### src/rtl/bus_uart_pkg.sv
// Shared bus field layout, register offsets, FSM state types and helpers for bus_uart.
// Bus fields are flat bit positions inside the bus_in / bus_out vectors.
package bus_uart_pkg;

    localparam int BUS_FIELD_CLK     = 0;
    localparam int BUS_FIELD_RESET_L = 1;
    localparam int BUS_FIELD_RD_REQ  = 2;
    localparam int BUS_FIELD_WR_REQ  = 3;
    localparam int BUS_BE_LO         = 4;
    localparam int BUS_BE_HI         = 7;
    localparam int BUS_ADDR_LO       = 8;
    localparam int BUS_ADDR_HI       = 39;
    localparam int BUS_WR_DATA_LO    = 40;
    localparam int BUS_WR_DATA_HI    = 71;
    localparam int BUS_IN_WIDTH      = 72;

    localparam int BUS_RD_DATA_LO    = 0;
    localparam int BUS_RD_DATA_HI    = 31;
    localparam int BUS_FIELD_RD_ACK  = 32;
    localparam int BUS_OUT_WIDTH     = 33;

    localparam logic [31:0] UART_DIV    = 32'd0;
    localparam logic [31:0] UART_DATA   = 32'd4;
    localparam logic [31:0] UART_STATUS = 32'd8;

    typedef enum logic [1:0] {TX_IDLE, TX_START, TX_DATA, TX_STOP} tx_state_t;
    typedef enum logic [2:0] {RX_IDLE, RX_START, RX_DATA, RX_STOP, RX_WAIT_HIGH} rx_state_t;

    function automatic logic [31:0] merge_lanes(input logic [31:0] old_v,
                                                input logic [31:0] new_v,
                                                input logic [3:0]  be);
        logic [31:0] r;
        r = old_v;
        for (int i = 0; i < 4; i++) begin
            if (be[i]) begin
                r[8*i +: 8] = new_v[8*i +: 8];
            end else begin
                r[8*i +: 8] = old_v[8*i +: 8];
            end
        end
        return r;
    endfunction

    // A divider below 2 would leave no mid-bit sample point in the receiver.
    function automatic logic [31:0] clamp_div(input logic [31:0] v);
        return (v < 32'd2) ? 32'd2 : v;
    endfunction

endpackage

### src/rtl/bus_uart_rx_core.sv
// uart_rx_core: 2-flop synchronizer plus 8N1 receive FSM.
// Emits a one-cycle strobe with the byte, or a framing-error strobe.
module uart_rx_core
    import bus_uart_pkg::*;
(
    input  logic        clk,
    input  logic        reset,
    input  logic        ser_rx,
    input  logic [31:0] div,
    output logic [7:0]  rx_byte,
    output logic        rx_strobe,
    output logic        rx_frame_err
);

    rx_state_t   state_r, state_nx;
    logic        sync1_r, sync2_r, prev_r;
    logic [31:0] cnt_r, cnt_nx;
    logic [2:0]  bit_r, bit_nx;
    logic [7:0]  shift_r, shift_nx;
    logic [7:0]  byte_r, byte_nx;
    logic        strobe_r, strobe_nx;
    logic        ferr_r, ferr_nx;
    logic [31:0] half_s;

    assign half_s       = div >> 1;
    assign rx_byte      = byte_r;
    assign rx_strobe    = strobe_r;
    assign rx_frame_err = ferr_r;

    // Synchronizer, edge-detect history and FSM/datapath state register.
    always_ff @(posedge clk) begin
        if (reset) begin
            sync1_r  <= 1'b1;
            sync2_r  <= 1'b1;
            prev_r   <= 1'b1;
            state_r  <= RX_IDLE;
            cnt_r    <= 32'd0;
            bit_r    <= 3'd0;
            shift_r  <= 8'd0;
            byte_r   <= 8'd0;
            strobe_r <= 1'b0;
            ferr_r   <= 1'b0;
        end else begin
            sync1_r  <= ser_rx;
            sync2_r  <= sync1_r;
            prev_r   <= sync2_r;
            state_r  <= state_nx;
            cnt_r    <= cnt_nx;
            bit_r    <= bit_nx;
            shift_r  <= shift_nx;
            byte_r   <= byte_nx;
            strobe_r <= strobe_nx;
            ferr_r   <= ferr_nx;
        end
    end

    // Receive next-state and sampling logic.
    always_comb begin
        state_nx  = state_r;
        cnt_nx    = cnt_r;
        bit_nx    = bit_r;
        shift_nx  = shift_r;
        byte_nx   = byte_r;
        strobe_nx = 1'b0;
        ferr_nx   = 1'b0;
        case (state_r)
            RX_IDLE: begin
                cnt_nx = 32'd0;
                if (prev_r && !sync2_r) begin
                    state_nx = RX_START;
                end else begin
                    state_nx = RX_IDLE;
                end
            end
            RX_START: begin
                if (cnt_r >= half_s - 32'd1) begin
                    cnt_nx   = 32'd0;
                    bit_nx   = 3'd0;
                    state_nx = sync2_r ? RX_IDLE : RX_DATA;
                end else begin
                    cnt_nx = cnt_r + 32'd1;
                end
            end
            RX_DATA: begin
                if (cnt_r >= div - 32'd1) begin
                    cnt_nx   = 32'd0;
                    shift_nx = {sync2_r, shift_r[7:1]};
                    if (bit_r == 3'd7) begin
                        state_nx = RX_STOP;
                    end else begin
                        bit_nx = bit_r + 3'd1;
                    end
                end else begin
                    cnt_nx = cnt_r + 32'd1;
                end
            end
            RX_STOP: begin
                if (cnt_r >= div - 32'd1) begin
                    cnt_nx = 32'd0;
                    if (sync2_r) begin
                        byte_nx   = shift_r;
                        strobe_nx = 1'b1;
                        state_nx  = RX_IDLE;
                    end else begin
                        ferr_nx  = 1'b1;
                        state_nx = RX_WAIT_HIGH;
                    end
                end else begin
                    cnt_nx = cnt_r + 32'd1;
                end
            end
            RX_WAIT_HIGH: begin
                if (sync2_r) begin
                    state_nx = RX_IDLE;
                end else begin
                    state_nx = RX_WAIT_HIGH;
                end
            end
            default: begin
                state_nx = RX_IDLE;
            end
        endcase
    end

endmodule

### src/rtl/bus_uart.sv
// bus_uart: memory-mapped 8N1 UART (DIV / DATA / STATUS) on the peripheral bus.
// Define BUS_UART_RX_FIFO_EN to replace the single receive buffer with a 4-entry FIFO.
module bus_uart
    import bus_uart_pkg::*;
#(
    parameter logic [31:0] BUS_ADDR = 32'h0200_0004,
    parameter logic [31:0] CPU_FREQ = 32'd50_000_000,
    parameter logic [31:0] BAUD     = 32'd115200
) (
    input  logic                     clk,
    input  logic                     reset,
    input  logic [BUS_IN_WIDTH-1:0]  bus_in,
    output logic [BUS_OUT_WIDTH-1:0] bus_out,
    output logic                     ser_tx,
    input  logic                     ser_rx,
    output logic                     recv_buf_valid
);

    localparam logic [31:0] DIV_RESET = clamp_div(CPU_FREQ / BAUD);

    logic        rd_req_s, wr_req_s;
    logic [3:0]  be_s;
    logic [31:0] addr_s, wdata_s;
    logic        hit_div_s, hit_data_s, hit_stat_s;
    logic        wr_div_s, wr_data_s, rd_data_hit_s, rd_stat_s;
    logic        unused_bus_s;

    assign rd_req_s      = bus_in[BUS_FIELD_RD_REQ];
    assign wr_req_s      = bus_in[BUS_FIELD_WR_REQ];
    assign be_s          = bus_in[BUS_BE_HI:BUS_BE_LO];
    assign addr_s        = bus_in[BUS_ADDR_HI:BUS_ADDR_LO];
    assign wdata_s       = bus_in[BUS_WR_DATA_HI:BUS_WR_DATA_LO];
    assign unused_bus_s  = bus_in[BUS_FIELD_CLK] ^ bus_in[BUS_FIELD_RESET_L];

    assign hit_div_s     = (addr_s == BUS_ADDR + UART_DIV);
    assign hit_data_s    = (addr_s == BUS_ADDR + UART_DATA);
    assign hit_stat_s    = (addr_s == BUS_ADDR + UART_STATUS);
    assign wr_div_s      = wr_req_s && hit_div_s;
    assign wr_data_s     = wr_req_s && hit_data_s && be_s[0];
    assign rd_data_hit_s = rd_req_s && hit_data_s;
    assign rd_stat_s     = rd_req_s && hit_stat_s;

    logic [31:0] div_r;
    logic        rd_ack_r, rd_ack_nx;
    logic [31:0] rd_data_r, rd_data_nx;
    logic        overrun_r, ferr_r, rx_valid_r;
    logic        overrun_set_s;
    logic [7:0]  rx_head_s;
    logic [2:0]  occ_s;
    logic [7:0]  rx_byte_s;
    logic        rx_strobe_s, rx_frame_err_s;

    // Transmitter state
    tx_state_t   tx_state_r, tx_state_nx;
    logic [31:0] tx_cnt_r, tx_cnt_nx, tx_div_r, tx_div_nx;
    logic [2:0]  tx_bit_r, tx_bit_nx;
    logic [7:0]  tx_shift_r, tx_shift_nx;
    logic        ser_tx_r, ser_tx_nx;
    logic        tx_busy_s;

    assign tx_busy_s = (tx_state_r != TX_IDLE);

    // Transmitter FSM state and shift register.
    always_ff @(posedge clk) begin
        if (reset) begin
            tx_state_r <= TX_IDLE;
            tx_cnt_r   <= 32'd0;
            tx_div_r   <= DIV_RESET;
            tx_bit_r   <= 3'd0;
            tx_shift_r <= 8'd0;
            ser_tx_r   <= 1'b1;
        end else begin
            tx_state_r <= tx_state_nx;
            tx_cnt_r   <= tx_cnt_nx;
            tx_div_r   <= tx_div_nx;
            tx_bit_r   <= tx_bit_nx;
            tx_shift_r <= tx_shift_nx;
            ser_tx_r   <= ser_tx_nx;
        end
    end

    // Transmitter next-state; the bit length is latched at every bit boundary.
    always_comb begin
        tx_state_nx = tx_state_r;
        tx_cnt_nx   = tx_cnt_r;
        tx_div_nx   = tx_div_r;
        tx_bit_nx   = tx_bit_r;
        tx_shift_nx = tx_shift_r;
        ser_tx_nx   = ser_tx_r;
        case (tx_state_r)
            TX_IDLE: begin
                if (wr_data_s) begin
                    tx_state_nx = TX_START;
                    tx_cnt_nx   = 32'd0;
                    tx_div_nx   = div_r;
                    tx_bit_nx   = 3'd0;
                    tx_shift_nx = wdata_s[7:0];
                    ser_tx_nx   = 1'b0;
                end else begin
                    ser_tx_nx = 1'b1;
                end
            end
            TX_START, TX_DATA, TX_STOP: begin
                if (tx_cnt_r >= tx_div_r - 32'd1) begin
                    tx_cnt_nx = 32'd0;
                    tx_div_nx = div_r;
                    if (tx_state_r == TX_START) begin
                        tx_state_nx = TX_DATA;
                        ser_tx_nx   = tx_shift_r[0];
                    end else if (tx_state_r == TX_DATA) begin
                        if (tx_bit_r == 3'd7) begin
                            tx_state_nx = TX_STOP;
                            ser_tx_nx   = 1'b1;
                        end else begin
                            tx_bit_nx   = tx_bit_r + 3'd1;
                            tx_shift_nx = tx_shift_r >> 1;
                            ser_tx_nx   = tx_shift_r[1];
                        end
                    end else begin
                        tx_state_nx = TX_IDLE;
                        ser_tx_nx   = 1'b1;
                    end
                end else begin
                    tx_cnt_nx = tx_cnt_r + 32'd1;
                end
            end
            default: begin
                tx_state_nx = TX_IDLE;
                ser_tx_nx   = 1'b1;
            end
        endcase
    end

    uart_rx_core u_rx (
        .clk          (clk),
        .reset        (reset),
        .ser_rx       (ser_rx),
        .div          (div_r),
        .rx_byte      (rx_byte_s),
        .rx_strobe    (rx_strobe_s),
        .rx_frame_err (rx_frame_err_s)
    );

`ifdef BUS_UART_RX_FIFO_EN
    logic [7:0] fifo_r [0:3];
    logic [1:0] wptr_r, rptr_r;
    logic [2:0] count_r, count_nx_s;
    logic       push_s, pop_s;

    // FIFO push/pop decision; a full FIFO drops the newest byte.
    always_comb begin
        push_s        = rx_strobe_s && (count_r != 3'd4);
        pop_s         = rd_data_hit_s && (count_r != 3'd0);
        count_nx_s    = count_r + {2'b00, push_s} - {2'b00, pop_s};
        rx_head_s     = fifo_r[rptr_r];
        occ_s         = count_r;
        overrun_set_s = rx_strobe_s && (count_r == 3'd4);
    end

    // FIFO storage, pointers and occupancy.
    always_ff @(posedge clk) begin
        if (reset) begin
            for (int i = 0; i < 4; i++) begin
                fifo_r[i] <= 8'd0;
            end
            wptr_r     <= 2'd0;
            rptr_r     <= 2'd0;
            count_r    <= 3'd0;
            rx_valid_r <= 1'b0;
        end else begin
            if (push_s) begin
                fifo_r[wptr_r] <= rx_byte_s;
                wptr_r         <= wptr_r + 2'd1;
            end else begin
                wptr_r <= wptr_r;
            end
            if (pop_s) begin
                rptr_r <= rptr_r + 2'd1;
            end else begin
                rptr_r <= rptr_r;
            end
            count_r    <= count_nx_s;
            rx_valid_r <= (count_nx_s != 3'd0);
        end
    end
`else
    logic [7:0] rx_data_r;

    // Single buffer: only an unread byte that gets overwritten counts as overrun.
    always_comb begin
        rx_head_s     = rx_data_r;
        occ_s         = 3'd0;
        overrun_set_s = rx_strobe_s && rx_valid_r && !rd_data_hit_s;
    end

    // Single-byte receive buffer; a new byte wins over a same-cycle read.
    always_ff @(posedge clk) begin
        if (reset) begin
            rx_data_r  <= 8'd0;
            rx_valid_r <= 1'b0;
        end else if (rx_strobe_s) begin
            rx_data_r  <= rx_byte_s;
            rx_valid_r <= 1'b1;
        end else if (rd_data_hit_s) begin
            rx_valid_r <= 1'b0;
        end else begin
            rx_valid_r <= rx_valid_r;
        end
    end
`endif

    // Divider register and sticky error flags.
    always_ff @(posedge clk) begin
        if (reset) begin
            div_r     <= DIV_RESET;
            overrun_r <= 1'b0;
            ferr_r    <= 1'b0;
        end else begin
            if (wr_div_s) begin
                div_r <= clamp_div(merge_lanes(div_r, wdata_s, be_s));
            end else begin
                div_r <= div_r;
            end
            if (overrun_set_s) begin
                overrun_r <= 1'b1;
            end else if (rd_stat_s) begin
                overrun_r <= 1'b0;
            end else begin
                overrun_r <= overrun_r;
            end
            if (rx_frame_err_s) begin
                ferr_r <= 1'b1;
            end else if (rd_stat_s) begin
                ferr_r <= 1'b0;
            end else begin
                ferr_r <= ferr_r;
            end
        end
    end

    // Read mux; data stays zero unless acknowledging so bus_out can be OR-ed.
    always_comb begin
        rd_ack_nx  = 1'b0;
        rd_data_nx = 32'd0;
        if (rd_req_s && hit_div_s) begin
            rd_ack_nx  = 1'b1;
            rd_data_nx = div_r;
        end else if (rd_data_hit_s) begin
            rd_ack_nx  = 1'b1;
            rd_data_nx = rx_valid_r ? {24'd0, rx_head_s} : 32'hFFFF_FFFF;
        end else if (rd_stat_s) begin
            rd_ack_nx  = 1'b1;
            rd_data_nx = {25'd0, occ_s, ferr_r, overrun_r, rx_valid_r, tx_busy_s};
        end else begin
            rd_ack_nx  = 1'b0;
            rd_data_nx = 32'd0;
        end
    end

    // Registered read response.
    always_ff @(posedge clk) begin
        if (reset) begin
            rd_ack_r  <= 1'b0;
            rd_data_r <= 32'd0;
        end else begin
            rd_ack_r  <= rd_ack_nx;
            rd_data_r <= rd_data_nx;
        end
    end

    // Pack the response fields into bus_out.
    always_comb begin
        bus_out                                = '0;
        bus_out[BUS_RD_DATA_HI:BUS_RD_DATA_LO] = rd_data_r;
        bus_out[BUS_FIELD_RD_ACK]              = rd_ack_r;
    end

    assign ser_tx         = ser_tx_r;
    assign recv_buf_valid = rx_valid_r;

endmodule

### config.mk
export PLATFORM = sky130hd
export DESIGN_NAME = bus_uart
export DESIGN_NICKNAME = d
export VERILOG_FILES = /design/src/rtl/bus_uart_pkg.sv /design/src/rtl/bus_uart_rx_core.sv /design/src/rtl/bus_uart.sv
export SDC_FILE = /design/constraint.sdc
export NUM_CORES = 1
export LEC_CHECK = 0
export CAP_MARGIN = 10
export CORE_ASPECT_RATIO = 0.75
export CORE_MARGIN = 5
export CORE_UTILIZATION = 34
export CTS_BUF_LIST = sky130_fd_sc_hd__clkbuf_4
export DETAILED_ROUTE_END_ITERATION = 10
export GPL_TIMING_DRIVEN = 0
export PLACE_DENSITY = 0.64
export REMOVE_ABC_BUFFERS = 1
export SYNTH_ARGS = -nofsm -noshare
export SYNTH_HDL_FRONTEND = slang
export SYNTH_SLANG_ARGS = --single-unit
### constraint.sdc
create_clock -name clk -period 5.1 [get_ports clk]
set_input_delay 1.02 -clock clk [delete_from_list [all_inputs] [get_ports clk]]
set_output_delay 1.02 -clock clk [all_outputs]
set_load 0.005 [all_outputs]
# Word-level counts from Yosys, hierarchy flattened
# Index checks and enable logic that the tools add are counted.
# word_totals
regBits	213
in_bits	75
out_inout_bits	35
elab_cells	160
# classes
addsub	7
n_lt_le_gt_ge	4
eq_ne	23
muxes	72
n_bitwise	2
n_reduce_logical	29
# ops
cell	n
$mux 32	10
$mux 8	17
$pmux 32 s2	2
$eq 32x26->1 const B	3
$ge 32x32->1	3
$pmux 32 s3	1
$add 32x1->32 const B	2
$sub 32x1->32 const B	2
$mux 3	13
$lt 32x2->1 const B	1
$sub 31x1->32 const B	1
$mux 1	16
$pmux 8 s2	1
$pmux 3 s5	1
$mux 2	6
$ne 2x2->1 const B	6
$pmux 3 s2	2
$reduce_bool 2->1	5
$eq 3x3->1 const B	3
$logic_and 1x1->1	9
$ne 2x1->1 const B	4
$reduce_and 4->1	2
$add 3x1->3 const B	2
$eq 3x2->1 const B	2
17 further kinds	23

# Depth between registers and ports, before layout
# Gate-level depths: netlist of run 1.
# logic_depth
ltp_word	6
depth_mapped	22
ltp_nobuf	19

# Modules after synthesis
# From an unflattened synthesis of run 1, not the netlist that was laid out.
# unflattened
hier_cells	1548
area_unflattened_um2	12754.7
# by_module_without_submodules
mod	n_inst	cells_per_inst	area_per_inst_um2	seq_area_each_um2
bus_uart	1	916	7696.1	3083.0
uart_rx_core	1	632	5058.6	1181.1

# Worst setup path before layout of run 1
# Ideal clock, no wire load.
# synth_timing
path_kind	reg-to-reg
startpoint	register div_r[2]
endpoint	register u_rx.bit_r[0]
setup_time_ns	0.134
arrival_time_ns	5.096
required_ns	4.966
setup_slack_ns	-0.130
path_stages_with_launch	21
n_path_buf	2
period_less_slack_ns	5.230
cell_sequence	dfxtp_1 clkbuf_1 inv_1 ha_1 or4b_4 nor4_4 nand4_2 or3_4 or4_4 nor2_1 nand3_1 xor2_1 ha_1 nand4_1 or2_2 a311oi_1 nor2_1 or3b_2 clkbuf_1 o211ai_1 o41ai_1
# synth_between
elab_chain_len	4
elab_cells_between_ends	7
classes_between	add/sub: 2; order compare: 2; eq/ne: 2; reduce/logical: 1
# synth_lines
item	line_no	rtl
from (decl)	bus_uart.sv:43	logic [31:0] div_r;
from (signal assigned)	bus_uart.sv:220	div_r <= clamp_div(merge_lanes(div_r, wdata_s, be_s));
from (signal assigned)	bus_uart.sv:222	div_r <= div_r;
$sub 32x1->32 / $sub 31x1->32 (equally long branches)	bus_uart_rx_core.sv:85, bus_uart_rx_core.sv:76	
$ge 32x32->1, on equally long branches	bus_uart_rx_core.sv:85, bus_uart_rx_core.sv:76	
$ne 2x1->1 (no source line)	--	
$reduce_and 4->1 (no source line) (*)	--	
to (signal assigned)	bus_uart_rx_core.sv:49	bit_r <= bit_nx;
to (decl)	bus_uart_rx_core.sv:18	logic [2:0] bit_r, bit_nx;
# Mark *: on every way between the ends. The rest lies on a longest branch, timed or not.
# A chain may end at the register's enable or synchronous reset.

# Worst setup path after layout of run 1
# layout_timing
startpoint	register div_r[2]
endpoint	register u_rx.cnt_r[2]
# layout_between
elab_chain_len	4
elab_cells_between_ends	7
classes_between	add/sub: 2; order compare: 2; mux: 3
# layout_lines
item	line_no	rtl
$sub 32x1->32 / $sub 31x1->32 (equally long branches)	bus_uart_rx_core.sv:85, bus_uart_rx_core.sv:98, bus_uart_rx_core.sv:76	
$ge 32x32->1, on equally long branches	bus_uart_rx_core.sv:85, bus_uart_rx_core.sv:98, bus_uart_rx_core.sv:76	
$mux 32, on equally long branches	bus_uart_rx_core.sv:85, bus_uart_rx_core.sv:98, bus_uart_rx_core.sv:76	
$pmux 32 s3 (*)	bus_uart_rx_core.sv:66	case (state_r)
to (signal assigned)	bus_uart_rx_core.sv:48	cnt_r <= cnt_nx;
to (decl)	bus_uart_rx_core.sv:17	logic [31:0] cnt_r, cnt_nx;
# Marked as above.

==> results of run 1 <==
cell families (layout without fill, tap and decap cells):
family          count (synthesis)  in the layout
xor+xnor                       92             92
mux                            60             60
buf+inv                       122            280
simple gates                  699            703
compound gates                299            300
flops                         213            213
fa+ha+maj                     110            110
other cells                     0              1
final cells by class:
cell class | instances | area share
clock inverter | 25 | 0.00709
timing repair buffer | 155 | 0.101
sequential | 213 | 0.272
multi-input combinational | 1265 | 0.538
tap | 504 | 0.0401
inverter | 28 | 0.00701
antenna | 1 | 0.000159
clock buffer | 72 | 0.0344
power groups by stage:
stage               clock, W  combinational (W)  sequential (W)
floorplan                  0          0.0000284         0.00170
global placement           0           0.000130         0.00170
detailed placement         0           0.000135         0.00170
CTS                  0.00147           0.000147         0.00166
global route         0.00154           0.000165         0.00166
finish               0.00142           0.000156         0.00167
repair_timing:
action                     4_1_cts  5_1_grt
gates resized for setup         71       53
setup buffers                   26       13
gates cloned                     5        0
setup endpoints to repair      123      122
pin swaps                       45       40
final timing paths:
check | startpoint | to | cells past startpoint
worst max-delay path | div_r[2]$_SDFFE_PP0P_ | u_rx.cnt_r[2]$_SDFFE_PP0P_ | 22
worst max register to register | div_r[2]$_SDFFE_PP0P_ | u_rx.cnt_r[2]$_SDFFE_PP0P_ | 22
worst min-delay path | u_rx.sync1_r$_SDFF_PP1_ | u_rx.sync2_r$_SDFF_PP1_ | 1
worst min register to register | u_rx.sync1_r$_SDFF_PP1_ | u_rx.sync2_r$_SDFF_PP1_ | 1
registers in the layout, summed over array words and instances, names as in the netlist, 8 cells and up:
name,flops
u_rx.rx_byte,8
tx_shift_r,8
u_rx.cnt_r,32
rd_data_r,32
div_r,32
tx_div_r,32
u_rx.shift_r,8
tx_cnt_r,32
rx_data_r,8
placed cells by master (no fill, tap or decap), drive strengths merged, types with 44 or more instances in the layout:
cell,synthesis,final
dfxtp,213,213
nand2,194,194
nor2,167,167
a21oi,120,120
ha,110,110
clkdlybuf4s50,0,106
nand3,92,92
clkbuf,77,72
o21ai,71,72
xnor2,62,62
mux2i,59,59
nor3,53,53
buf,17,49
nand4,44,44
per-stage QoR:
stage	hold WS, ns	setup TNS, ns	total power [W]	cell area [um^2]	std cells
floorplan	0.389	-36.54	0.00173	12400	1501
global placement	0.396	-408.44	0.00183	14100	2112
detailed placement	0.418	-86.86	0.00184	14200	2121
CTS	0.438	-2.91	0.00328	15400	2249
global route	0.449	-6.26	0.00337	15700	2263
finish	0.440	0	0.00325	15700	2263
layer usage:
layer / vias to the layer above / track usage
met1: 5857 / 0.249
met5: - / 0
met4: 0 / 0.0494
li1: 5996 / -
met3: 68 / 0.0405
met2: 419 / 0.260
==> results.toml, run 1 <==
[status]
status = "completed"

[yosys]
synthArstFlopShare = 0
synth_ff_type = "dfxtp_1"
synth_edf_count = 0
yosys.area_share.simple = 0.268
postSynthAreaPerCell_um2 = 8.00
synthMuxAreaShare = 0.0472
yosys.cell_count.top_type = "dfxtp_1"
yosysTopAreaCell = "dfxtp_1"
synth_xor_area_frac = 0.0631
synth_compound_area_frac = 0.142
synth_commonest_cells = "dfxtp_1 (213), nand2_1 (194), nor2_1 (167)"
syn_inst = 1595
synth_top_family_by_area = "simple AND/OR/NAND/NOR gates"
synth_area_leaders = "dfxtp_1 (33%), ha_1 (11%), nand2_1 (5.7%)"
synth-seq-cells = 213
yosys.area.top_type_share = 0.334
yosys_warnings = 0
ys_seq_area_frac = 0.334
syn-cell-area_mm2 = 0.0128
synthAdderAreaFrac = 0.108
synth_cell_types = 67

[sta]
finalHoldViolations = 0
min_period_over_period = 0.994
slew_headroom = 0.273
setup_viol = 0
fmax_ghz = 0.197
finalCriticalPeriod_ns = 5.07
worst_slack_ns = 0.0306
slew_violations = 0
skew_ns = 0.0694
tightest_slew_ns = 1.09
rsz0062_at_grt = "yes"

[setup_path]
start_kind = "register"
cp_top_family = "simple AND/OR/NAND/NOR gates"
cp_data_required_time_ns = 5.73
crit_path_top_delay_cell = "or4b_4"
critPathMostFrequentCell = "nor4_4"
crit_path_end_kind = "register"
cp_num_buf_inv = 4
cp_cell_sequence = "inv_4 -> ha_4 -> or4b_4 -> nor4_4 -> nand4_2 -> or3_4 -> or4_4 -> nor4_4 -> buf_4 -> nand2_4 -> xor2_2 -> ha_1 -> nand4_1 -> nor4_4 -> o21ai_1 -> o22ai_2 -> nor3_4 -> or2_4 -> buf_4 -> buf_6 -> nand4_1 -> o311ai_1"
slowest_delay_ns = 0.48
worst-setup-path-type = "register to register"
cp.arrival_ns = 5.70
critPathMaxFanout = 5
rrSetupSlack_ns = 0.03

[die]
start_util = 0.344
fp.dieH_um = 178
fp.dieW_um = 234
dieArea_mm2 = 0.0416
design.core.area_mm2 = 0.0371
io_pins = 110
rows = 61

[grt]
grt_pass1_wl_mm = 59.3
grt_start_max_net_pins = 78
grt_usage = 0.174
grt_pass1_vias = 11500
grt.overflow.total = 0
antenna_found_initial = 1

[clock_tree]
cts.path.max_buffers = 3
cts-root-buf = "clkbuf_4"
cts.sinks = 213
cts_buffers = 55
clk_pin_slew_ns = 0.07
ctsHoldBuffers = 0
clock_latency_ns = 0.75
cts_tree = "built"
htree_levels = 2

[power]
p_leak_nw = 6.03
p_seq_frac = 0.513
p_clk_frac = 0.439
powerDensity_mw_per_mm2 = 207
comb_power_share = 0.048
vdd_drop_max_uv = 218
switchingPower_w = 0.000843
intPower_w = 0.00240
netSwitchingFraction = 0.260

[routing]
drc = 0
wl_met1_mm = 17.8
viasPerCell = 5.45
drt_iter0_drc = 940
highest_layer = "met4"
wl_met3_mm = 2.94
vias = 12300
wl_mm = 37.4
route.met2.wl_mm = 15.8
wl_per_cell_um = 16.5
ant_nets = 0
firstDrtPassIters = 7

[final_layout]
final_nets = 1903
drive_gt1_frac = 0.127
areaGrowthSynthToFinish_pct = 23.1
register_area_mm2 = 0.00428
final_util = 0.424
num-fill-cells = 3732
multi_input_area_mm2 = 0.00845

[placed_design]
pre_cts_ws_ns = -1.15
gp_congestion = 0.835
hpwlAfterDp_mm = 26.2
port_buffers = 107

[min_path]
holdCritPathClass = "register to register"

[job]
cap_violations = 0
No activity file was read; power rests on OpenSTA's default activity.
==> run 2, diff against run 1 <==
- PLACE_DENSITY: 0.64 -> 0.62
- clock period: 5.1 -> 6.2 ns (I/O delays scaled with it)
==> results.toml, run 2 (synthesis gave the netlist of run 1 again) <==
[power]
vdd_drop_max_uv = 118
p_leak_nw = 5.76
powerDensity_mw_per_mm2 = 180
power_w = 0.00271

[placed_design]
gp_congestion = 0.867
hpwlAfterDp_mm = 26.1
dp_cells = 2122
port_buffers = 107

[routing]
firstDrtPassIters = 5
wl_mm = 35.7
ant_nets = 0
vias = 11900
wl_per_cell_um = 16.1
drt_iter0_drc = 901
drc = 0
viasPerCell = 5.38

[setup_path]
critPathMaxFanout = 29
cp_cell_sequence = "inv_1 -> ha_1 -> or4b_4 -> nor4_4 -> nand4_2 -> or3_4 -> or4_4 -> nor4_4 -> nand2_1 -> xor2_1 -> ha_1 -> nand4_1 -> nor4_2 -> o2111ai_1 -> o22ai_1 -> nor3_1 -> or2_4 -> a31o_2 -> a22o_1"
crit_path_end_kind = "register"
cp_num_buf_inv = 1
cp.arrival_ns = 6.39
start_kind = "register"
slowest_delay_ns = 0.51
cp_top_family = "simple AND/OR/NAND/NOR gates"
crit_path_top_delay_cell = "or4b_4"
cp_data_required_time_ns = 6.80
worst-setup-path-type = "register to register"

[die]
io_pins = 110
fp.dieH_um = 178
start_util = 0.344
rows = 61
fp.dieW_um = 234
dieArea_mm2 = 0.0416
design.core.area_mm2 = 0.0371

[sta]
finalHoldViolations = 0
slew_headroom = 0.274
min_period_over_period = 0.934
finalCriticalPeriod_ns = 5.79
skew_ns = 0.0353
setup_viol = 0
tightest_slew_ns = 1.09
slew_violations = 0
whs_ns = 0.416
fmax_ghz = 0.173

[clock_tree]
cts.sinks = 213
cts.path.max_buffers = 3
clk_pin_slew_ns = 0.07
cts_tree = "built"
cts-root-buf = "clkbuf_4"
htree_levels = 2
cts_buffers = 56
clock_latency_ns = 0.72
ctsHoldBuffers = 0

[grt]
grt_pass1_vias = 11200
grt_pass1_wl_mm = 57.1
grt_start_max_net_pins = 75
antenna_found_initial = 0
grt_usage = 0.167
grt.overflow.total = 0

[final_layout]
final_cell_mix = "dfxtp_1 (213), nand2_1 (194), nor2_1 (164), a21oi_1 (120), ha_1 (110)"
final_util = 0.405
final_common_cell = "dfxtp_1"
drive_gt1_frac = 0.0780
fin_cells = 2222
num-fill-cells = 3802
final_nets = 1863
areaGrowthSynthToFinish_pct = 17.8
n_antenna_cell = 0

[min_path]
holdCritPathClass = "register to register"

[status]
status = "completed"

[job]
cap_violations = 0
[run 2: changes by cell type in the layout (fill, tap and decap cells not counted), sizes merged]
| cell | previous run | this run |
|---|---|---|
| clkinv | 25 | 17 |
| or2 | 16 | 13 |
| buf | 49 | 13 |
| inv | 27 | 28 |
| o21ai | 72 | 71 |
| diode | 1 | 0 |
| bufinv | 0 | 1 |
| clkbuf | 72 | 79 |
| or3b | 2 | 1 |
[run 2: repair_timing]
item                                    in CTS  in global routing
setup buffers                                0                  0
resized for setup                            0                  9
endpoints found under the setup margin       0                 48
[run 2: layout make-up]
cell class                 count  area (um^2)  share of cell area
multi-input combinational   1260         8080               0.538
sequential                   213         4260               0.284
timing repair buffer         119         1260              0.0835
tap                          504          631              0.0419
clock buffer                  79          593              0.0394
inverter                      28          105             0.00699
clock inverter                19          104             0.00691
[run 2: through the flow]
step	cell area [um^2]	setup WS [ns]	setup TNS, ns
floorplan	12400	-0.0128	-0.0128
global placement	14100	-3.50	-273.54
detailed placement	14200	0.0824	0
CTS	14900	0.0372	0
global route	15000	-0.0109	-0.0121
finish	15000	0.410	0
[run 2: path summary, 6_finish.rpt]
kind         slack (ns)                     endpoint                     from  depth (start not counted)
max                0.41  u_rx.cnt_r[15]$_SDFFE_PP0P_    div_r[2]$_SDFFE_PP0P_                         19
min                0.42      u_rx.sync2_r$_SDFF_PP1_  u_rx.sync1_r$_SDFF_PP1_                          1
max reg2reg        0.41  u_rx.cnt_r[15]$_SDFFE_PP0P_    div_r[2]$_SDFFE_PP0P_                         19
min reg2reg        0.42      u_rx.sync2_r$_SDFF_PP1_  u_rx.sync1_r$_SDFF_PP1_                          1
[run 2: report_power, final]
group          internal, W  switching (W)
combinational    0.0000543      0.0000592
clock             0.000626       0.000603
sequential         0.00137     0.00000158
total              0.00205       0.000664
[run 2: worst reg2reg max path: cells and delay by family (launching register included)]
kind	cells	cell delay (ns)
adder cells (fa/ha/maj)	2	0.55
buffers and inverters	1	0.16
AO/OA/AOI/OAI	4	0.95
XOR/XNOR	1	0.16
flip-flops	1	0.40
AND/OR/NAND/NOR	11	3.49
[run 2: layer usage]
layer  global-route usage  share of wire
met4               0.0528          0.026
met5                    0              0
met1                0.246           0.50
met2                0.240           0.41
met3               0.0381          0.072
